**src/rtl/timer_pkg.sv**
```systemverilog
// Shared constants, digit type and segment table for the MM:SS count-down timer.
package timer_pkg;

  localparam int DIGIT_W = 4;

  typedef logic [DIGIT_W-1:0] digit_t;

  localparam digit_t TENS_MAX  = 4'd5;
  localparam digit_t UNITS_MAX = 4'd9;

  // Active-low segments, bit6 = a ... bit0 = g.
  localparam logic [6:0] SEG_BLANK = 7'b1111111;
  localparam logic [6:0] SEG_TABLE [10] = '{
    7'b0000001,  // 0
    7'b1001111,  // 1
    7'b0010010,  // 2
    7'b0000110,  // 3
    7'b1001100,  // 4
    7'b0100100,  // 5
    7'b0100000,  // 6
    7'b0001111,  // 7
    7'b0000000,  // 8
    7'b0000100   // 9
  };

  function automatic digit_t clamp_digit(input digit_t d, input digit_t max_d);
    return (d > max_d) ? max_d : d;
  endfunction

endpackage

```
**src/rtl/seg7_decode.sv**
```systemverilog
// BCD to active-low 7-segment decoder; non-decimal codes blank the digit.
module seg7_decode
  import timer_pkg::*;
(
  input  logic [3:0] bcd,
  output logic [6:0] seg
);

  // NOTE: seg gets a default before the conditional so no latch is inferred.
  always_comb begin
    seg = SEG_BLANK;
    if (bcd <= UNITS_MAX) seg = SEG_TABLE[bcd];
  end

endmodule

```
**src/rtl/count_down_timer.sv**
```systemverilog
// MM:SS count-down timer with prescaled tick, sticky done and 7-segment outputs.
// Optional timed alarm output enabled by defining COUNT_DOWN_TIMER_ALARM_EN.
module count_down_timer
  import timer_pkg::*;
#(
  parameter int CLK_HZ      = 50000000,
  parameter int TICK_HZ     = 1,
  parameter int ALARM_TICKS = 5
) (
  input  logic       clk,
  input  logic       rst,
  input  logic       load,
  input  logic       start,
  input  logic [3:0] set_sec_1,
  input  logic [3:0] set_sec_2,
  input  logic [3:0] set_min_1,
  input  logic [3:0] set_min_2,
  output logic [6:0] sec_seg_1,
  output logic [6:0] sec_seg_2,
  output logic [6:0] min_seg_1,
  output logic [6:0] min_seg_2,
  output logic       running,
  output logic       done,
  output logic       alarm
);

  localparam int DIV     = CLK_HZ / TICK_HZ;
  localparam int PRESC_W = (DIV > 1) ? $clog2(DIV) : 1;
  localparam logic [PRESC_W-1:0] PRESC_LAST = PRESC_W'(DIV - 1);

  digit_t sec_1, sec_2, min_1, min_2;
  logic [PRESC_W-1:0] presc;
  logic count_zero, last_sec, presc_wrap, presc_en, tick;
  logic [6:0] dec_sec_1, dec_sec_2, dec_min_1, dec_min_2;

  assign count_zero = ({min_2, min_1, sec_2, sec_1} == '0);
  assign last_sec   = ({min_2, min_1, sec_2} == '0) && (sec_1 == 4'd1);
  assign running    = rst && start && !count_zero;
  assign presc_wrap = (presc == PRESC_LAST);
  assign tick       = running && presc_wrap;

`ifdef COUNT_DOWN_TIMER_ALARM_EN
  localparam int ACNT_W = (ALARM_TICKS > 1) ? $clog2(ALARM_TICKS) : 1;

  logic [ACNT_W-1:0] alarm_cnt;
  logic              alarm_q;

  // The prescaler keeps running after expiry so the alarm is measured in ticks.
  assign presc_en = running || alarm_q;
  assign alarm    = alarm_q;

  always_ff @(posedge clk) begin
    if (!rst || load) begin
      alarm_q   <= 1'b0;
      alarm_cnt <= '0;
    end else if (tick && last_sec) begin
      alarm_q   <= 1'b1;
      alarm_cnt <= '0;
    end else if (alarm_q && presc_wrap) begin
      if (alarm_cnt == ACNT_W'(ALARM_TICKS - 1)) alarm_q <= 1'b0;
      else                                       alarm_cnt <= alarm_cnt + 1'b1;
    end
  end
`else
  assign presc_en = running;
  assign alarm    = 1'b0;
`endif

  // NOTE: sequential state uses non-blocking assignments so every register
  // samples pre-edge values regardless of statement order.
  always_ff @(posedge clk) begin
    if (!rst) begin
      {min_2, min_1, sec_2, sec_1} <= '0;
      presc <= '0;
      done  <= 1'b0;
    end else if (load) begin
      sec_1 <= clamp_digit(set_sec_1, UNITS_MAX);
      sec_2 <= clamp_digit(set_sec_2, TENS_MAX);
      min_1 <= clamp_digit(set_min_1, UNITS_MAX);
      min_2 <= clamp_digit(set_min_2, TENS_MAX);
      presc <= '0;
      done  <= 1'b0;
    end else if (presc_en) begin
      presc <= presc_wrap ? '0 : presc + 1'b1;
      if (tick) begin
        if (last_sec) done <= 1'b1;
        // Borrow chain; tick implies a nonzero count so min_2 never underflows.
        if (sec_1 != '0) begin
          sec_1 <= sec_1 - 1'b1;
        end else begin
          sec_1 <= UNITS_MAX;
          if (sec_2 != '0) begin
            sec_2 <= sec_2 - 1'b1;
          end else begin
            sec_2 <= TENS_MAX;
            if (min_1 != '0) begin
              min_1 <= min_1 - 1'b1;
            end else begin
              min_1 <= UNITS_MAX;
              min_2 <= min_2 - 1'b1;
            end
          end
        end
      end
    end
  end

  seg7_decode u_dec_sec_1 (.bcd(sec_1), .seg(dec_sec_1));
  seg7_decode u_dec_sec_2 (.bcd(sec_2), .seg(dec_sec_2));
  seg7_decode u_dec_min_1 (.bcd(min_1), .seg(dec_min_1));
  seg7_decode u_dec_min_2 (.bcd(min_2), .seg(dec_min_2));

  // Show "0" on every digit while reset is held, before the registers settle.
  assign sec_seg_1 = rst ? dec_sec_1 : SEG_TABLE[0];
  assign sec_seg_2 = rst ? dec_sec_2 : SEG_TABLE[0];
  assign min_seg_1 = rst ? dec_min_1 : SEG_TABLE[0];
  assign min_seg_2 = rst ? dec_min_2 : SEG_TABLE[0];

endmodule

```
**config.mk**
```make
export PLATFORM = sky130hd
export DESIGN_NAME = count_down_timer
export DESIGN_NICKNAME = d
export VERILOG_FILES = /design/src/rtl/timer_pkg.sv /design/src/rtl/seg7_decode.sv /design/src/rtl/count_down_timer.sv
export SDC_FILE = /design/constraint.sdc
export NUM_CORES = 1
export LEC_CHECK = 0
export BUFFER_PORTS_ARGS = -buffer_cell sky130_fd_sc_hd__buf_2
export CAP_MARGIN = 20
export CORE_ASPECT_RATIO = 1.4
export CORE_MARGIN = 8
export CORE_UTILIZATION = 50
export DETAILED_ROUTE_END_ITERATION = 10
export PLACE_DENSITY_LB_ADDON = 0.08
export SYNTH_ARGS = -nofsm -noshare
export SYNTH_HDL_FRONTEND = slang
export SYNTH_SLANG_ARGS = --single-unit
```
**constraint.sdc**
```tcl
create_clock -name clk -period 4.6 [get_ports clk]
set_clock_uncertainty 0.05 [all_clocks]
set_input_delay 0.69 -clock clk [delete_from_list [all_inputs] [get_ports clk]]
set_output_delay 0.69 -clock clk [all_outputs]
set_load 0.1 [all_outputs]
```
# --- Word level (Yosys, flattened, before mapping) ---
# Memories as Yosys holds them, arrays and structs flattened.
# Index checks and enable logic that the tools add are counted.
totals:
  ff_bits: 43
  rom_bits: 448
  input_bits: 20
  word_cells: 97
  memories: 4
classes:
  add_sub_neg: 5
  order_cmp: 12
  eq_ne: 5
  mux: 42
  bitwise: 5
  reduce_logical: 18
mem_list:
  columns: ["name", "depth", "word_bits", "read_ports", "rd_ports_with_merged_regs", "write_ports", "line_no", "text"]
  rows:
  - ["(name not given)", 16, 7, 1, 0, 0, "seg7_decode.sv:12", "if (bcd <= UNITS_MAX) seg = SEG_TABLE[bcd];"]
  - ["(name not given)", 16, 7, 1, 0, 0, "seg7_decode.sv:12", null]
  - ["(name not given)", 16, 7, 1, 0, 0, "seg7_decode.sv:12", null]
  - ["(name not given)", 16, 7, 1, 0, 0, "seg7_decode.sv:12", null]
op_table:
  columns: ["cell", "count"]
  rows:
  - ["2-to-1 mux 7 bit", 16]
  - ["2-to-1 mux 4 bit", 25]
  - ["adder 26 x 1 -> 26 bit (second input constant)", 1]
  - ["== test 26 bit (second input constant)", 1]
  - ["2-to-1 mux 26 bit", 1]
  - [">= comparator 5 bit (second input constant)", 4]
  - ["NOT 4 -> 5 bit", 4]
  - ["less-or-equal comparator 4 bit (second input constant)", 4]
  - ["zero test 16 bit", 1]
  - ["subtractor 4 x 1 -> 4 bit (second input constant)", 4]
  - ["zero test 12 bit", 1]
  - ["nonzero test 4 bit", 3]
  - ["> comparator 4 x 3 -> 1 bit (second input constant)", 2]
  - ["> comparator 4 bit (second input constant)", 2]
  - ["!= test 2 bit (second input constant)", 3]
  - ["AND reduction 3 bit", 2]
  - ["AND reduction 5 bit", 1]
  - ["== test 4 x 1 -> 1 bit (second input constant)", 1]
  - ["logical AND 1 bit", 4]
  - ["AND reduction 4 bit", 1]
  - ["nonzero test 2 bit", 2]
  - ["AND reduction 2 bit", 1]
  - ["OR reduction 2 bit", 1]
  - ["zero test 1 bit", 1]
  - ["NOT 1 bit", 1]

# --- Logic depth before layout (Yosys ltp) ---
logic_depth:
  depth_word: 7
  mapped_depth: 9
  mapped_depth_nobuf: 8

# --- Modules after synthesis ---
# From an unflattened synthesis, not the netlist that was laid out.
hier_totals:
  cells_unflattened: 473
  hier_area_um2: 3583.4
by_module_without_submodules:
  columns: ["mod", "instances", "cells_per_inst", "area_each_um2", "seq_area_each_um2"]
  rows:
  - ["count_down_timer", 1, 353, 2752.6, 860.8]
  - ["seg7_decode", 4, 30, 207.7, 0.0]

# --- Worst setup path before layout ---
# Ideal clock, no wire load.
synth_path:
  path_type: "input port to output port"
  startpoint: "input rst"
  endpoint: "output min_seg_1[1]"
  t_arrival_ps: 3485
  t_required_ps: 3860
  slack_ps: 375
  path_stages: 4
  path_buffers: 2
  cell_sequence: "buf_2 -> clkinv_1 -> clkbuf_1 -> a211oi_1"
synth_between:
  elab_chain_len: 1
synth_rtl:
  columns: ["element", "line_no", "text"]
  rows:
  - ["start, declared", "count_down_timer.sv:11", "input logic rst,"]
  - ["2-to-1 mux 7 bit", "count_down_timer.sv:116", "assign min_seg_1 = rst ? dec_min_1 : SEG_TABLE[0];"]
  - ["end, declared", "count_down_timer.sv:20", "output logic [6:0] min_seg_1,"]
# Every way passes these cells.

# --- Final worst setup path ---
layout_path:
  startpoint: "register sec_1[0]"
  endpoint: "output running"
layout_between:
  elab_chain_len: 3
layout_rtl:
  columns: ["element", "line_no", "text"]
  rows:
  - ["start, declared", "count_down_timer.sv:31", "digit_t sec_1, sec_2, min_1, min_2;"]
  - ["start signal, assigned", "count_down_timer.sv:77", "sec_1 <= clamp_digit(set_sec_1, UNITS_MAX);"]
  - ["start signal, assigned", "count_down_timer.sv:89", "sec_1 <= sec_1 - 1'b1;"]
  - ["zero test 16 bit", "count_down_timer.sv:36", "assign count_zero = ({min_2, min_1, sec_2, sec_1} == '0);"]
  - ["zero test 1 bit", "count_down_timer.sv:38", "assign running = rst && start && !count_zero;"]
  - ["logical AND 1 bit", "count_down_timer.sv:38", null]
  - ["end, declared", "count_down_timer.sv:22", "output logic running,"]
# Every way passes these cells.

==> key figures <==
Status
  • Outcome: completed

Power and ir drop
  • Power, Total: 989 uW
  • Portion of total power attributed to combinational logic: 34.4%
  • Clock network power share: 25.0%
  • Sequential power share: 40.6%
  • Worst-case vdd ir drop: 0.205 mV
  • Leakage: 0.00128 uW
  • Net Sw Frac: 42.6%
  • Switching power: 422 uW
  • Int Pwr: around 570 uW
  • Power density normalized to cell area: 276 nW/um^2

Synth
  • Number of enable-type register cells in the synthesized netlist: 0
  • Share of flip-flops with an asynchronous set or reset after synthesis: 0%
  • Adder-cell area share of the yosys netlist: under 10%
  • Post-synth top area cell: sky130_fd_sc_hd__dfxtp_1
  • Area fraction in and, or, nand and nor cells after synthesis: 32.3%
  • Proportion of synthesized area in mux cells: less than 1%
  • Syn avg cell area: between 7 and 8 sq um
  • Parity-gate share of the synthesized area counting xor and xnor cells: 5.68%
  • Flip-flop and latch count after synthesis: 43
  • Mapped Area: 3240 sq um
  • Unique masters post-synth: 56
  • Sequential-to-total area share from yosys stat: 26.6%
  • Syn nets: 473
  • Combinational family with the most area after synthesis: simple AND/OR/NAND/NOR gates
  • Cell types with the largest area share after synthesis: sky130_fd_sc_hd__dfxtp_1, sky130_fd_sc_hd__ha_1, sky130_fd_sc_hd__a21oi_1, sky130_fd_sc_hd__nor2_1, sky130_fd_sc_hd__nand2_1
  • Most frequently used flop master after synthesis: sky130_fd_sc_hd__dfxtp_1
  • Share of Yosys cell area claimed by the top area cell type: a little over a quarter
  • Number of warnings printed during yosys synthesis: 0
  • Number of instances in the synthesized netlist: 433
  • Synth Area in Compound Gates: 21.8%

Setup path
  • Critical path peak fanout: 16
  • Reg-to-reg critical path endpoint: presc[25]
  • Critical path required time: 3860 ps
  • Data arrival time of the critical path: 2670 ps
  • Crit path launch type: register
  • Reg2reg setup slack: roughly 1700 ps
  • Launch point of the worst reg-to-reg path: min_1[0]
  • Worst Reg2Reg Path Length in Cells: 9
  • Kind of end point of the critical path: primary output
  • Type of the worst setup path: register to primary output

Floorplan
  • Initial cell density of the core: 51.8%
  • X dimension of the die: 84.0 microns
  • Standard-cell row count: 34
  • Die area: 9350 sq um
  • Core outline area: 6250 sq um
  • Vertical extent of the die: 111 microns
  • # IOs: 51

Detailed routing
  • Avg Vias per Cell: 6.07
  • Count of nets left with antenna violations after detail routing: 0
  • Residual DRC: 0
  • Average routed wire per standard cell: 16.2 microns
  • Routed Wire Length: ~8800 microns
  • Iteration count of the initial detailed-routing pass: 4
  • Total number of vias: roughly 3300
  • DRC violation total after the first TritonRoute iteration: 197

Clocking
  • Number of CTS-inserted buffers: 5
  • Root Buffer Master: sky130_fd_sc_hd__clkbuf_8
  • Number of buffers inserted by post-CTS setup repair: 0
  • TritonCTS clock tree: yes
  • Number of buffers on the longest clock path: 2
  • Resized cells post-CTS: 0
  • H-Tree Level Count: 2
  • Clock tree sinks: 43
  • Number of hold-repair buffers added at the cts stage: 0
  • Clock transition at the registers of the reported paths: 80 ps
  • Source-to-sink clock delay at the later pin of the worst-skew pair: 300 ps

Timing
  • Worst hold slack: about 440 ps
  • Final Hold Fails: 0
  • Least setup slack across all paths after layout: roughly 1200 ps
  • Worst-margin pin slew: between 800 and 900 ps
  • Final critical path time including I/O delays and setup: 3410 ps
  • Fmax achieved: 294 MHz
  • Unrepaired setup endpoints after global routing: no
  • Endpoints failing setup: 0
  • Max Transition Viols Final: 0
  • Relative slew margins: 41.9%
  • Post-Route Setup TNS: 0 ps
  • Period Utilization, post-route: between 70% and 80%

Layout
  • Fraction of final layout cells with drive strength greater than 1: 15.3%
  • Net count reported at finish: 509
  • Total of fill cells in the finished design: 617
  • Area growth syn-to-layout: 10.5%
  • Number of antenna diodes: 0
  • Post-route standard cell area excluding fillers: 3580 sq um

Placed design
  • Total of buffers placed on input and output ports: between 40 and 50
  • Weighted congestion at the end of routability-driven global placement: 0.878
  • Post-Place Cell Area: 3490 sq um
  • Placement Setup Slack: 1310 ps
  • DPL Wire Length: 6580 microns

Min path
  • Tightest Hold Check Type: register to register
  • Endpoint, Worst Hold: presc[25]
  • Hold Crit Depth: 2
  • Start point of the worst hold path: presc[25]

Global route
  • Initial antenna violation count: 0
  • Via count of the first global-routing pass: 3183
  • Largest net degree at the start of global routing: 25
  • Aggregate global routing overflow: 0
  • First-pass GRT wire length: 14900 microns
  • Total Routing Usage GR: 18.3%

Flow run
  • Number of max-cap violations: 0
registers in the layout, summed over array words and instances (netlist names):
register	flops
presc	26
min_1	4
min_2	4
sec_1	4
sec_2	4
done	1
cell usage after synthesis (10+ instances only):
| library cell | count |
|---|---|
| sky130_fd_sc_hd__nor4_1 | 10 |
| sky130_fd_sc_hd__ha_1 | 20 |
| sky130_fd_sc_hd__xnor2_1 | 13 |
| sky130_fd_sc_hd__a21oi_1 | 41 |
| sky130_fd_sc_hd__clkbuf_1 | 12 |
| sky130_fd_sc_hd__nor3_1 | 10 |
| sky130_fd_sc_hd__inv_1 | 16 |
| sky130_fd_sc_hd__nand4_1 | 14 |
| sky130_fd_sc_hd__nand2_1 | 42 |
| sky130_fd_sc_hd__nand3_1 | 20 |
| sky130_fd_sc_hd__dfxtp_1 | 43 |
| sky130_fd_sc_hd__o21ai_0 | 18 |
| sky130_fd_sc_hd__nor2_1 | 54 |
critical path: stages, from the launching register on:
cell	delay, ps
sky130_fd_sc_hd__dfxtp_1	360
sky130_fd_sc_hd__inv_1	180
sky130_fd_sc_hd__ha_1	320
sky130_fd_sc_hd__or3b_4	470
sky130_fd_sc_hd__o41ai_4	300
sky130_fd_sc_hd__buf_4	240
sky130_fd_sc_hd__inv_2	160
sky130_fd_sc_hd__buf_2	330
final cells by class:
| cell class | instances | area [sq um] | share of cell area, % |
|---|---|---|---|
| clock buffers | 5 | 68.8 | 1.92 |
| repair buffers | 51 | 260 | 7.27 |
| well taps | 72 | 90.1 | 2.52 |
| clock inverters | 3 | 20.0 | 0.559 |
| multi-input cells | 350 | 2210 | 61.8 |
| flip-flops and latches | 43 | 861 | 24.1 |
| inverters | 18 | 67.6 | 1.89 |
how the worst max path moves through the flow:
stage	startpoint	slack, ps	end	depth (start not counted)
floorplan	rst	370	min_seg_1[1]	4
global placement	rst	1390	sec_seg_1[1]	5
detailed placement	rst	1310	sec_seg_1[1]	5
CTS	min_1[0]	1200	running	7
global route	sec_1[0]	1020	running	7
finish	sec_1[0]	1190	running	7
cells in the final DEF, fill, tap and decap left out, types with 4 or more instances in the layout:
| cell | count |
|---|---|
| sky130_fd_sc_hd__nor2_1 | 54 |
| sky130_fd_sc_hd__buf_2 | 49 |
| sky130_fd_sc_hd__dfxtp_1 | 43 |
| sky130_fd_sc_hd__nand2_1 | 42 |
| sky130_fd_sc_hd__a21oi_1 | 41 |
| sky130_fd_sc_hd__nand3_1 | 20 |
| sky130_fd_sc_hd__ha_1 | 20 |
| sky130_fd_sc_hd__o21ai_0 | 18 |
| sky130_fd_sc_hd__inv_1 | 16 |
| sky130_fd_sc_hd__nand4_1 | 14 |
| sky130_fd_sc_hd__xnor2_1 | 13 |
| sky130_fd_sc_hd__nor4_1 | 10 |
| sky130_fd_sc_hd__nor3_1 | 10 |
| sky130_fd_sc_hd__a211oi_1 | 9 |
| sky130_fd_sc_hd__xor2_1 | 8 |
| sky130_fd_sc_hd__o31ai_1 | 8 |
| sky130_fd_sc_hd__o211ai_1 | 7 |
| sky130_fd_sc_hd__a31oi_1 | 7 |
| sky130_fd_sc_hd__nand2b_1 | 6 |
| sky130_fd_sc_hd__and4_1 | 6 |
| sky130_fd_sc_hd__clkbuf_8 | 5 |
| sky130_fd_sc_hd__nor2b_1 | 4 |
| sky130_fd_sc_hd__and3_1 | 4 |
| sky130_fd_sc_hd__nor3b_1 | 4 |
| sky130_fd_sc_hd__or4_1 | 4 |
stage by stage:
| stage | std cells | util [%] |
|---|---|---|
| finish | 542 | 57.2 |
| global route | 542 | 57.2 |
| CTS | 542 | 57.2 |
| detailed placement | 534 | 55.8 |
| global placement | 534 | 55.8 |
| floorplan | 433 | - |
kinds of logic after synthesis:
family	after synthesis
AOI/OAI and AO/OA	108
xor gates and xnor gates	21
adders and majority gates	20
buffers and inverters	40
DFF	43
muxes	2
other	1
and+or+nand+nor	198
power by group through the flow:
stage          registers, uW  clock network, uW  logic, uW
2_1_floorplan            399                  0        288
3_3_place_gp             410                  0        338
3_5_place_dp             410                  0        340
4_1_cts                  401                254        340
5_1_grt                  405                268        364
6_report                 402                248        340
per-layer routing:
metal / GRT usage (%) / share of wire [%] / up-vias
li1: - / - / 1642
met1: 19.3 / 40 / 1556
met2: 35.4 / 55 / 82
met3: 3.60 / 4.8 / 9
met4: 4.28 / 1.1 / 0
met5: 0 / 0 / -
(Power assumes the default switching activity.)
